<file path="src/rtl/r5p_wbu_pkg.sv">
// r5p_wbu_pkg: shared types and the load-data extension helper for the write-back unit
package r5p_wbu_pkg;
  typedef enum logic [1:0] {LS_B = 2'd0, LS_H = 2'd1, LS_W = 2'd2} ld_siz_t;
  typedef enum logic {IDLE = 1'b0, WAIT = 1'b1} wbu_state_t;
  localparam int XMAX = 64;
  function automatic logic [XMAX-1:0] ld_ext(input logic [XMAX-1:0] d, input logic [6:0] w, input logic uns);
    logic [XMAX-1:0] m;
    m = (64'd1 << w) - 64'd1;
    return (d & m) | ({XMAX{~uns & d[w - 7'd1]}} & ~m);
  endfunction
endpackage

</file>
<file path="src/rtl/r5p_ld_align.sv">
// r5p_ld_align: selects the addressed byte/half lane of a load response and sign/zero extends it
module r5p_ld_align
  import r5p_wbu_pkg::*;
#(
  parameter int XLEN = 32
) (
  input  logic [XLEN-1:0] i_rdt,
  input  logic [1:0]      i_siz,
  input  logic            i_uns,
  input  logic [1:0]      i_adr,
  output logic [XLEN-1:0] o_dat
);
  logic [7:0]  w_b;
  logic [15:0] w_h;
  assign w_b = i_rdt[{i_adr, 3'b000} +: 8];
  assign w_h = i_rdt[{i_adr[1], 4'b0000} +: 16];
  assign o_dat = (i_siz == LS_B) ? XLEN'(ld_ext(XMAX'(w_b), 7'd8, i_uns)) :
                 (i_siz == LS_H) ? XLEN'(ld_ext(XMAX'(w_h), 7'd16, i_uns)) : i_rdt;
endmodule

</file>
<file path="src/rtl/r5p_wbu.sv">
// r5p_wbu: merges ALU results and one outstanding load into the GPR write port, with hazard stalls and a response watchdog
module r5p_wbu
  import r5p_wbu_pkg::*;
#(
  parameter int AW   = 5,
  parameter int XLEN = 32,
  parameter int TMO  = 255
) (
  input  logic            clk,
  input  logic            rst,
  input  logic            ex_wen,
  input  logic [AW-1:0]   ex_rd,
  input  logic [XLEN-1:0] ex_wdt,
  input  logic            ld_req,
  input  logic [AW-1:0]   ld_rd,
  input  logic [1:0]      ld_siz,
  input  logic            ld_uns,
  input  logic [1:0]      ld_adr,
  input  logic            mem_rvl,
  input  logic [XLEN-1:0] mem_rdt,
  input  logic            id_e_rs1,
  input  logic            id_e_rs2,
  input  logic [AW-1:0]   id_rs1,
  input  logic [AW-1:0]   id_rs2,
  output logic            e_rd,
  output logic [AW-1:0]   a_rd,
  output logic [XLEN-1:0] d_rd,
  output logic            stall,
  output logic            busy,
  output logic            err
);
  localparam int CW = $clog2(TMO + 1);
  wbu_state_t      r_state, w_state_n;
  logic [AW-1:0]   r_rd;
  logic [1:0]      r_siz;
  logic            r_uns;
  logic [1:0]      r_adr;
  logic [CW-1:0]   r_cnt;
  logic            w_wait, w_rsp, w_tmo, w_lat, w_hz, w_stall, w_we_ex;
  logic [XLEN-1:0] w_ld;
  assign w_wait  = (r_state == WAIT);
  assign w_rsp   = w_wait & mem_rvl;
  assign w_tmo   = w_wait & ~mem_rvl & (r_cnt == CW'(TMO));
  assign w_lat   = ld_req & (~w_wait | mem_rvl);
  assign w_hz    = (r_rd != '0);
  assign w_stall = w_wait & ((mem_rvl & ex_wen) |
                             (w_hz & ((id_e_rs1 & (id_rs1 == r_rd)) | (id_e_rs2 & (id_rs2 == r_rd)))) |
                             (w_hz & ex_wen & (ex_rd == r_rd)));
  assign w_we_ex = rst & ex_wen & ~w_stall;
  r5p_ld_align #(.XLEN(XLEN)) u_align (
    .i_rdt (mem_rdt),
    .i_siz (r_siz),
    .i_uns (r_uns),
    .i_adr (r_adr),
    .o_dat (w_ld)
  );
  assign e_rd  = w_rsp | w_we_ex;
  assign a_rd  = w_rsp ? r_rd : w_we_ex ? ex_rd : '0;
  assign d_rd  = w_rsp ? w_ld : w_we_ex ? ex_wdt : '0;
  assign stall = w_stall;
  assign busy  = w_wait;
  assign err   = rst & ((~w_wait & mem_rvl) | w_tmo | (w_wait & ~mem_rvl & ld_req));
  // next state: a new load may start from IDLE or on the response cycle; a timeout abandons the load
  always_comb begin
    w_state_n = (~w_wait | mem_rvl) ? (ld_req ? WAIT : IDLE) : (w_tmo ? IDLE : WAIT);
  end
  // state register
  always_ff @(posedge clk or negedge rst) begin
    if (!rst) r_state <= IDLE;
    else      r_state <= w_state_n;
  end
  // pending load descriptor and watchdog counter
  always_ff @(posedge clk or negedge rst) begin
    if (!rst) begin
      r_rd  <= '0;
      r_siz <= '0;
      r_uns <= 1'b0;
      r_adr <= '0;
      r_cnt <= '0;
    end else if (w_lat) begin
      r_rd  <= ld_rd;
      r_siz <= ld_siz;
      r_uns <= ld_uns;
      r_adr <= ld_adr;
      r_cnt <= '0;
    end else if (w_tmo) begin
      r_rd  <= '0;
      r_siz <= '0;
      r_uns <= 1'b0;
      r_adr <= '0;
      r_cnt <= '0;
    end else if (w_wait & ~mem_rvl) begin
      r_cnt <= r_cnt + CW'(1);
    end
  end
endmodule

</file>
<file path="config.mk">
export PLATFORM = sky130hd
export DESIGN_NAME = r5p_wbu
export DESIGN_NICKNAME = d
export VERILOG_FILES = /design/src/rtl/r5p_wbu_pkg.sv /design/src/rtl/r5p_ld_align.sv /design/src/rtl/r5p_wbu.sv
export SDC_FILE = /design/constraint.sdc
export NUM_CORES = 1
export LEC_CHECK = 0
export ABC_AREA = 0
export ABC_CLOCK_PERIOD_IN_PS = 3000
export BUFFER_PORTS_ARGS = -buffer_cell sky130_fd_sc_hd__buf_2
export CORE_MARGIN = 8
export CORE_UTILIZATION = 50
export DETAILED_ROUTE_END_ITERATION = 10
export PLACE_DENSITY = 0.94
export SYNTH_ARGS = -nofsm -noshare
export SYNTH_HDL_FRONTEND = slang
export SYNTH_SLANG_ARGS = --single-unit
</file>
<file path="constraint.sdc">
create_clock -name clk -period 3 [get_ports clk]
set_clock_uncertainty 0.05 [all_clocks]
set_input_delay 0.6 -clock clk [delete_from_list [all_inputs] [get_ports clk]]
set_output_delay 0.6 -clock clk [all_outputs]
set_load 0.1 [all_outputs]
</file>
# After elaboration in Yosys (flattened, before gate mapping)
# Cells that the tools add are included.
[word_totals]
inputBits = 96
output_inout_bits = 41
reg_bits = 19
[classes]
muxes = 19
eq_ne = 5
n_reduce_logical = 4
n_bitwise = 31
shift = 2
addsub = 1
[ops]
columns = ["cell", "count"]
rows = [
  ["$mux 32", 4],
  ["$or 16x32->32", 1],
  ["$or 8x32->32", 1],
  ["$shiftx 32x6->16", 1],
  ["$shiftx 32x6->8", 1],
  ["$mux 8", 3],
  ["$mux 5", 4],
  ["$and 1x1->1", 18],
  ["$eq 5x5->1", 3],
  ["$add 8x1->8 const B", 1],
  ["$eq 8x8->1 const B", 1],
  ["$or 1x1->1", 7],
  ["$mux 2", 3],
  ["$mux 1", 5],
  ["$reduce_bool 5->1", 1],
  ["$not 1->1", 4],
  ["$reduce_bool 3->1", 1],
  ["$eq 2x1->1 const B", 1],
  ["$logic_not 2->1", 1],
  ["$reduce_bool 2->1", 1],
]

# Logic depth before layout (Yosys ltp)
# Gate-level depths: netlist of the first run.
[depth]
depth_word = 11
depth_mapped = 8
mapped_depth_nobuf = 6

# Hierarchy
# Synthesis of the first run repeated with hierarchy kept, for this count alone.
[hier_totals]
hier_cells = 335
area_unflattened_um2 = 2815.2
[by_module_without_submodules]
columns = ["mod", "cells_each", "area_per_inst_um2", "n_inst"]
rows = [
  ["r5p_wbu", 200, 1798.0, 1],
  ["r5p_ld_align", 135, 1017.2, 1],
]

# Least setup slack after synthesis of the first run
# No wires, ideal clock.
[synth_timing]
path_type = "register to output"
startpoint = "register r_rd[1]"
endpoint = "output a_rd[0]"
required_ns = 2.350
path_stages_with_launch = 8
path_buffers = 2
path_slack_ns = -1.209
arrival_time_ns = 3.559
path_cell_list = "dfrtp_1 -> buf_2 -> nor4_2 -> and2_1 -> nand4b_1 -> o31ai_1 -> buf_4 -> o31ai_1"
[synth_via]
elab_chain_len = 11
elab_cells_between_ends = 17
cone_classes = "3 x eq/ne; 2 x mux; 11 x bitwise; 1 x reduce/logical"
[synth_rtl]
columns = ["item", "line", "text"]
rows = [
  ["start, declared", "r5p_wbu.sv:34", "logic [AW-1:0] r_rd;"],
  ["start signal, assigned", "r5p_wbu.sv:81", "r_rd <= ld_rd;"],
  ["$eq 5x5->1", "r5p_wbu.sv:47", "(w_hz & ((id_e_rs1 & (id_rs1 == r_rd)) | (id_e_rs2 & (id_rs2 == r_rd)))) |"],
  ["$and 1x1->1", "r5p_wbu.sv:47", ""],
  ["$or 1x1->1", "r5p_wbu.sv:47", ""],
  ["$and 1x1->1", "r5p_wbu.sv:47", ""],
  ["$or 1x1->1", "r5p_wbu.sv:46", "assign w_stall = w_wait & ((mem_rvl & ex_wen) |"],
  ["$or 1x1->1 *", "r5p_wbu.sv:47", ""],
  ["$and 1x1->1 *", "r5p_wbu.sv:46", ""],
  ["$not 1->1 *", "r5p_wbu.sv:49", "assign w_we_ex = rst & ex_wen & ~w_stall;"],
  ["$and 1x1->1 *", "r5p_wbu.sv:49", ""],
  ["$mux 5 * (2 in a row)", "r5p_wbu.sv:58", "assign a_rd = w_rsp ? r_rd : w_we_ex ? ex_rd : '0;"],
  ["end, declared", "r5p_wbu.sv:26", "output logic [AW-1:0] a_rd,"],
]
# Every way passes the cells marked *; elsewhere a longest branch is shown, timed or not.

# Worst setup path after layout of the first run
[layout_timing]
startpoint = "register r_rd[3]"
endpoint = "output d_rd[10]"
[layout_via]
elab_chain_len = 11
elab_cells_between_ends = 17
cone_classes = "3 x eq/ne; 2 x mux; 11 x bitwise; 1 x reduce/logical"
[layout_rtl]
columns = ["item", "line", "text"]
rows = [
  ["$eq 5x5->1", "r5p_wbu.sv:47", ""],
  ["$and 1x1->1", "r5p_wbu.sv:47", ""],
  ["$or 1x1->1", "r5p_wbu.sv:47", ""],
  ["$and 1x1->1", "r5p_wbu.sv:47", ""],
  ["$or 1x1->1", "r5p_wbu.sv:46", ""],
  ["$or 1x1->1 *", "r5p_wbu.sv:47", ""],
  ["$and 1x1->1 *", "r5p_wbu.sv:46", ""],
  ["$not 1->1 *", "r5p_wbu.sv:49", ""],
  ["$and 1x1->1 *", "r5p_wbu.sv:49", ""],
  ["$mux 32 * (2 in a row)", "r5p_wbu.sv:59", "assign d_rd = w_rsp ? w_ld : w_we_ex ? ex_wdt : '0;"],
  ["end, declared", "r5p_wbu.sv:27", "output logic [XLEN-1:0] d_rd,"],
]
# Marks and branches as above.

==> impl_metrics.json, run 1 <==
{
  "crit_type": "reg -> out",
  "setup_violations": 0,
  "crit_family": "simple AND/OR/NAND/NOR gates",
  "clock_path_buffers": 2,
  "hold_viol": 0,
  "worstHoldPathType": "in -> async",
  "yosys-top-cells-count": "nand2_1, nand3_1, o21ai_0",
  "yosysSeqAreaShare_pct": 17.8,
  "die_area_um2": 7930,
  "crit_buf_inv": 2,
  "dpl_cell_area_um2": 3970,
  "cts-root-buf": "clkbuf_8",
  "pwr-share-clk_pct": 9.4,
  "track_usage_pct": 28.3,
  "worst_slew_pin_slew_ns": 0.909,
  "cts-buffers-inserted": 3,
  "finalCriticalPeriod_ns": 3.00,
  "wirelength_um": 12100,
  "viasPerCell": 6.81,
  "ir_drop_uv": 368,
  "yosysTopAreaCell": "dfrtp_1",
  "place.gp.congestion": 0.927,
  "cp_slowest_cell": "dfrtp_2",
  "r2r_slack_ns": 1.17,
  "synth_ff_type": "dfrtp_1",
  "antenna_found_initial": 2,
  "start_util_pct": 51.9,
  "ys_ff_latch": 19,
  "dp_slack_ns": 0.0187,
  "critPathMaxStageDelay_ns": 0.48,
  "cts_sinks": 19,
  "pwr-share-comb_pct": 73.3,
  "crit_required_ns": 2.35,
  "cp-end-kind": "output pin",
  "worstPathCellList": "nor4_4 -> and2_4 -> nand4b_1 -> o31ai_4 -> buf_4 -> o21ai_1 -> buf_2",
  "synth_area_leaders": "dfrtp_1, nand2_1, nand3_1",
  "multi_input_area_um2": 2130,
  "drt_iter0_markers": 542,
  "yosysTopAreaCellShare_pct": 17.8,
  "synth_warnings": 0,
  "avgSynthCellArea_um2": 7.17,
  "io_pins": 137,
  "port_buffers": 136,
  "grt_start_max_net_pins": 39,
  "nFillCells": 329,
  "power.share.switching_pct": 55.2,
  "cts_tree": "built",
  "via_count": 3809,
  "die_h_um": 89.0,
  "synth_nets": 469,
  "hpwl_um": 8910,
  "final_antenna_net_count": 0,
  "insertion_delay_ns": 0.26,
  "grt_pass1_vias": 3555,
  "seq_area_um2": 479,
  "avgRoutedWirePerCell_um": 21.7,
  "final_area_um2": 4100,
  "p_seq_share_pct": 17.4,
  "intPower_mw": 0.845,
  "outcome": "finished, final reports clean",
  "cap_viol_max_count": 0,
  "drt-pass1-iter-count": 7,
  "crit_path_max_fanout": 6,
  "setup_ws_ns": 0.00495,
  "power.leakage_nw": 1.77,
  "max_freq_ghz": 0.334,
  "grt_pass1_wl_um": 17500,
  "switchingPower_mw": 1.04,
  "synth.most_common_cell": "nand2_1",
  "final_core_utilization_pct": 79.8,
  "min_period_over_period_pct": 99.8,
  "clk_pin_slew_ns": 0.07,
  "hold_slack_ns": 0.270,
  "worstSetupStartpointType": "flop",
  "powerDensity_nw_per_um2": 460,
  "ys_types": 45,
  "rsz0062_at_grt": "yes",
  "synth_cells": 372,
  "syn_area_um2": 2670,
  "placement_rows": 26,
  "remaining_drc_errors": 0,
  "async_flop_share_pct": 100,
  "synth_edf_count": 0,
  "drive_gt1_share_pct": 43.9,
  "crit_arrival_ns": 2.35,
  "synthToLayoutAreaGrowth_pct": 53.8,
  "die_w_um": 89.0,
  "slew_violations": 0,
  "grt_overflow": 0,
  "max_slew_margin_pct": 39.4,
  "nNetsFinal": 585,
  "ctsHtreeMaxLevel": 1,
  "coreArea_um2": 5140
}
-- state kept, by name, summed over array words and instances, names as in the netlist --
name and count:
r_cnt 8, r_rd 5, r_adr 2, r_siz 2, busy 1, r_uns 1
-- routing by layer --
| metal | up-vias | GRT usage (%) | wire, um |
|---|---|---|---|
| met1 | 1746 | 30.9 | 4000 |
| met5 | - | 0 | 0 |
| li1 | 1623 | - | - |
| met2 | 335 | 48.8 | 5830 |
| met4 | 0 | 17.4 | 894 |
| met3 | 105 | 6.16 | 1400 |
-- stage by stage --
stage          power (mW)  instances  TNS (ns)
2_1_floorplan        1.22        372     -7.85
3_3_place_gp         1.62        552         0
3_5_place_dp         1.66        552         0
4_1_cts              1.84        556         0
5_1_grt              1.96        559    -0.377
6_report             1.89        559         0
-- power groups by stage --
stage / Combinational, mW / Clock (mW) / Sequential (mW)
3_5_place_dp: 1.33 / 0 / 0.328
2_1_floorplan: 0.921 / 0 / 0.302
6_report: 1.38 / 0.176 / 0.328
3_3_place_gp: 1.29 / 0 / 0.326
5_1_grt: 1.43 / 0.190 / 0.331
4_1_cts: 1.34 / 0.181 / 0.324
-- timing repair --
item	CTS	global route
gates cloned	0	1
buffers inserted	0	0
hold buffers	0	0
setup endpoints to repair	25	24
pin swaps	0	0
gates resized for setup	9	9
-- worst paths after layout --
kind / from / endpoint / depth (start not counted)
worst max-delay path: r_rd[3]$_DFFE_PN0P_ / d_rd[10] / 7
worst min register to register: r_cnt[2]$_DFFE_PN0P_ / r_cnt[2]$_DFFE_PN0P_ / 1
worst min-delay path: rst / r_cnt[6]$_DFFE_PN0P_ / 2
worst max register to register: r_cnt[0]$_DFFE_PN0P_ / r_cnt[4]$_DFFE_PN0P_ / 7
max in group asynchronous: rst / r_rd[3]$_DFFE_PN0P_ / 2
min in group clk: r_cnt[2]$_DFFE_PN0P_ / r_cnt[2]$_DFFE_PN0P_ / 1
-- cell families after synthesis --
logic type	synth area share, %
buffers and inverters	8.21
xor gates and xnor gates	6.24
AOI/OAI and AO/OA	36.5
DFF	17.8
adders and majority gates	0.469
muxes	4.64
and+or+nand+nor	26.1
-- cell type report --
class	instances	share of cell area, %
sequential	19	11.7
timing repair buffer	152	32.5
multi-input combinational	307	52.0
inverter	5	0.457
clock buffer	4	1.10
antenna	2	0.122
tap	70	2.13
-- layout by cell type, fill, tap and decap left out, drive strengths merged, types with 8 or more instances in the layout --
cell type	Yosys	final
buf	16	150
nand2	53	53
o21ai	41	41
nand3	35	35
nor2	23	23
dfrtp	19	19
o211ai	16	16
a221oi	16	16
a31oi	14	14
xor2	11	11
mux2	9	9
a21oi	9	9
xnor2	8	8
o21bai	8	8
nand2b	8	8
o31ai	8	8
No activity file was read; power rests on OpenSTA's default activity.
==> run 2, diff against run 1 <==
==> constraint.sdc (replaced) <==
create_clock -name clk -period 3 [get_ports clk]
set_clock_uncertainty 0.05 [all_clocks]
set_input_delay 0.75 -clock clk [delete_from_list [all_inputs] [get_ports clk]]
set_output_delay 0.75 -clock clk [all_outputs]
set_load 0.1 [all_outputs]
==> run 2 against run 1 <==
- the flow now stops in global routing
- synthesized cell count is the same
- area after synthesis is the same
==> impl_metrics.json, run 2 <==
{
  "port_buffers": 136,
  "grt_start_max_net_pins": 35,
  "yosys-top-cells-count": "nand2_1, nand3_1, o21ai_0",
  "syn_area_um2": 2670,
  "crit_endpoint": "d_rd[16]",
  "synth.most_common_cell": "nand2_1",
  "yosysTopAreaCellShare_pct": 17.8,
  "cts-root-buf": "clkbuf_8",
  "io_pins": 137,
  "haltStage": "global routing",
  "synth_area_leaders": "dfrtp_1, nand2_1, nand3_1",
  "yosysTopAreaCell": "dfrtp_1",
  "hpwl_um": 9480,
  "die_h_um": 89.0,
  "synth_ff_type": "dfrtp_1",
  "async_flop_share_pct": 100,
  "cts_sinks": 19,
  "worst-ep-kind": "output port",
  "synth_nets": 469,
  "cts-buffers-inserted": 3,
  "ctsHtreeMaxLevel": 1,
  "ys_types": 45,
  "start_util_pct": 51.9,
  "place.gp.congestion": 1.02,
  "die_w_um": 89.0,
  "avgSynthCellArea_um2": 7.17,
  "synth_warnings": 0,
  "dp_slack_ns": -0.176,
  "outcome": "aborted with a tool error",
  "clock_path_buffers": 2,
  "synth_edf_count": 0,
  "ys_ff_latch": 19,
  "yosysSeqAreaShare_pct": 17.8,
  "synth_cells": 372,
  "placement_rows": 26,
  "dpl_cell_area_um2": 4290,
  "error_line": "[ERROR DPL-0038] Utilization greater than 100%, impossible to legalize"
}
## run 2: what timing repair did
| item | in CTS |
|---|---|
| hold buffers | 0 |
| buffers inserted | 10 |
| gates resized for setup | 72 |
| pin swaps | 24 |
| endpoints found under the setup margin | 36 |
| gates cloned | 2 |
## run 2: through the flow
step | cells | setup TNS, ns
4_1_cts | 586 | -0.748
3_3_place_gp | 570 | -1.60
2_1_floorplan | 372 | -14.24
3_5_place_dp | 570 | -2.56
## run 2: cells by family after synthesis
family                     after synthesis  synth area share (%)
and+or+nand+nor                        144                  26.1
AOI/OAI and AO/OA                      133                  36.5
buffers and inverters                   46                  8.21
xor gates and xnor gates                19                  6.24
DFF                                     19                  17.8
muxes                                   10                  4.64
adders and majority gates                1                 0.469
==> run 3, diff against run 2 <==
CORE_UTILIZATION = 40   (was 50)
PLACE_DENSITY = not set   (was 0.94)
PLACE_DENSITY_LB_ADDON = 0.15   (was not set)
==> run 3 against run 2 <==
- the flow now finishes, with violations (negative setup slack)
==> impl_metrics.json, run 3 (synthesized netlist as in run 1, its figures left out) <==
{
  "outcome": "complete, but fails checks",
  "failed_checks": "negative setup slack",
  "start_util_pct": 41.8,
  "max_freq_ghz": 0.333,
  "pwr-share-clk_pct": 8.7,
  "finalCriticalPeriod_ns": 3.00,
  "cts-buffers-inserted": 3,
  "track_usage_pct": 21.4,
  "nFillCells": 476,
  "worstSetupStartpointType": "input pin",
  "mostFrequentLayoutCells": "buf_2, nand2_1, buf_12",
  "cts_tree": "built",
  "final_cell_count_no_fill": 588,
  "crit_type": "in -> out",
  "port_buffers": 136,
  "powerDensity_nw_per_um2": 426,
  "largest_reg_flops": 8,
  "viasPerCell": 5.93,
  "cp-end-kind": "output pin",
  "via_count": 3484,
  "placement_rows": 29,
  "crit_required_ns": 2.20,
  "io_pins": 137,
  "die_w_um": 97.7,
  "dp_slack_ns": -0.163,
  "intPower_mw": 0.962,
  "worstHoldPathType": "in -> async",
  "grt_start_max_net_pins": 39,
  "die_h_um": 97.7,
  "reg2reg_depth": 7,
  "slew_violations": 0,
  "cts_sinks": 19,
  "remaining_drc_errors": 0,
  "grt_overflow": 0,
  "wirelength_um": 11000,
  "ir_drop_uv": 410,
  "hpwl_um": 8300,
  "power_mw": 2.02,
  "p_seq_share_pct": 15.6,
  "rsz0062_at_grt": "yes",
  "antenna_found_initial": 0,
  "layout_commonest_cell": "buf_2",
  "grt_pass1_wl_um": 17400,
  "coreArea_um2": 6390,
  "pwr-share-comb_pct": 75.8,
  "n_antenna_cell": 0,
  "final_area_um2": 4740,
  "crit_arrival_ns": 2.20,
  "hold_viol": 0,
  "drive_gt1_share_pct": 50.9,
  "die_area_um2": 9540,
  "switchingPower_mw": 1.06,
  "crit_path_max_fanout": 18,
  "tns_ns": -0.00228,
  "hold_slack_ns": 0.429,
  "nNetsFinal": 609,
  "synthToLayoutAreaGrowth_pct": 77.9,
  "setup_ws_ns": -0.00228,
  "drt_iter0_markers": 175,
  "clock_path_buffers": 2,
  "final_antenna_net_count": 0,
  "top_regs": "r_cnt: 8 flops, r_rd: 5 flops",
  "grt_pass1_vias": 3493,
  "cap_viol_max_count": 0,
  "worst_slew_pin_slew_ns": 0.486,
  "avgRoutedWirePerCell_um": 18.7,
  "place_inst": 575,
  "final_core_utilization_pct": 74.3,
  "dpl_cell_area_um2": 4340,
  "setup_violations": 1,
  "power.share.switching_pct": 52.4,
  "largest_register": "r_cnt",
  "max_slew_margin_pct": 67.5,
  "power.leakage_nw": 1.99,
  "clk_pin_slew_ns": 0.07,
  "ctsHtreeMaxLevel": 1,
  "insertion_delay_ns": 0.25,
  "place.gp.congestion": 0.868,
  "min_period_over_period_pct": 100,
  "drt-pass1-iter-count": 5,
  "cts-root-buf": "clkbuf_8",
  "cts_hold_buf": 0
}
[run 3: repair_timing]
item                                    4_1_cts  5_1_grt
endpoints found under the setup margin       36       38
buffers inserted                              3        6
pin swaps                                     4        7
gates resized for setup                      24       30
gates cloned                                  1        0
[run 3: layer usage]
layer / vias to the layer above / global-route usage, % / share of wire, %
met2: 135 / 39.2 / 54
met4: 0 / 6.29 / 1.7
met1: 1660 / 24.3 / 38
met5: - / 0 / 0
met3: 16 / 3.91 / 6.7
li1: 1673 / - / -
[run 3: area by class of cell]
| cell class | count | area, um2 | share of cell area (%) |
|---|---|---|---|
| clock buffers | 4 | 45.0 | 0.949 |
| flip-flops and latches | 19 | 479 | 10.1 |
| inverters | 5 | 18.8 | 0.396 |
| well taps | 77 | 96.3 | 2.03 |
| multi-input cells | 308 | 2400 | 50.6 |
| repair buffers | 175 | 1710 | 35.9 |
[run 3: final timing paths]
check,end,from,slack (ns)
max,d_rd[27],id_rs1[1],-0.002
max in group asynchronous,r_adr[1]$_DFFE_PN0P_,rst,2.25
min in group clk,r_cnt[2]$_DFFE_PN0P_,r_cnt[2]$_DFFE_PN0P_,0.46
min reg2reg,r_cnt[2]$_DFFE_PN0P_,r_cnt[2]$_DFFE_PN0P_,0.46
min,r_cnt[7]$_DFFE_PN0P_,rst,0.43
max reg2reg,r_cnt[4]$_DFFE_PN0P_,r_cnt[0]$_DFFE_PN0P_,1.22
[run 3: worst max-delay path, cell delays in order]
cell and delay, ns:
buf_6 0.09, xor2_1 0.13, nor4_1 0.29, nand4b_1 0.21, o31ai_4 0.17, buf_12 0.26
o21ai_2 0.11, buf_12 0.18
[run 3: power by group through the flow]
stage          Combinational, mW  Sequential [mW]  Clock [mW]
2_1_floorplan              0.927            0.301           0
3_3_place_gp                1.42            0.315           0
3_5_place_dp                1.44            0.317           0
4_1_cts                     1.48            0.312       0.177
5_1_grt                     1.60            0.319       0.185
6_report                    1.53            0.315       0.175
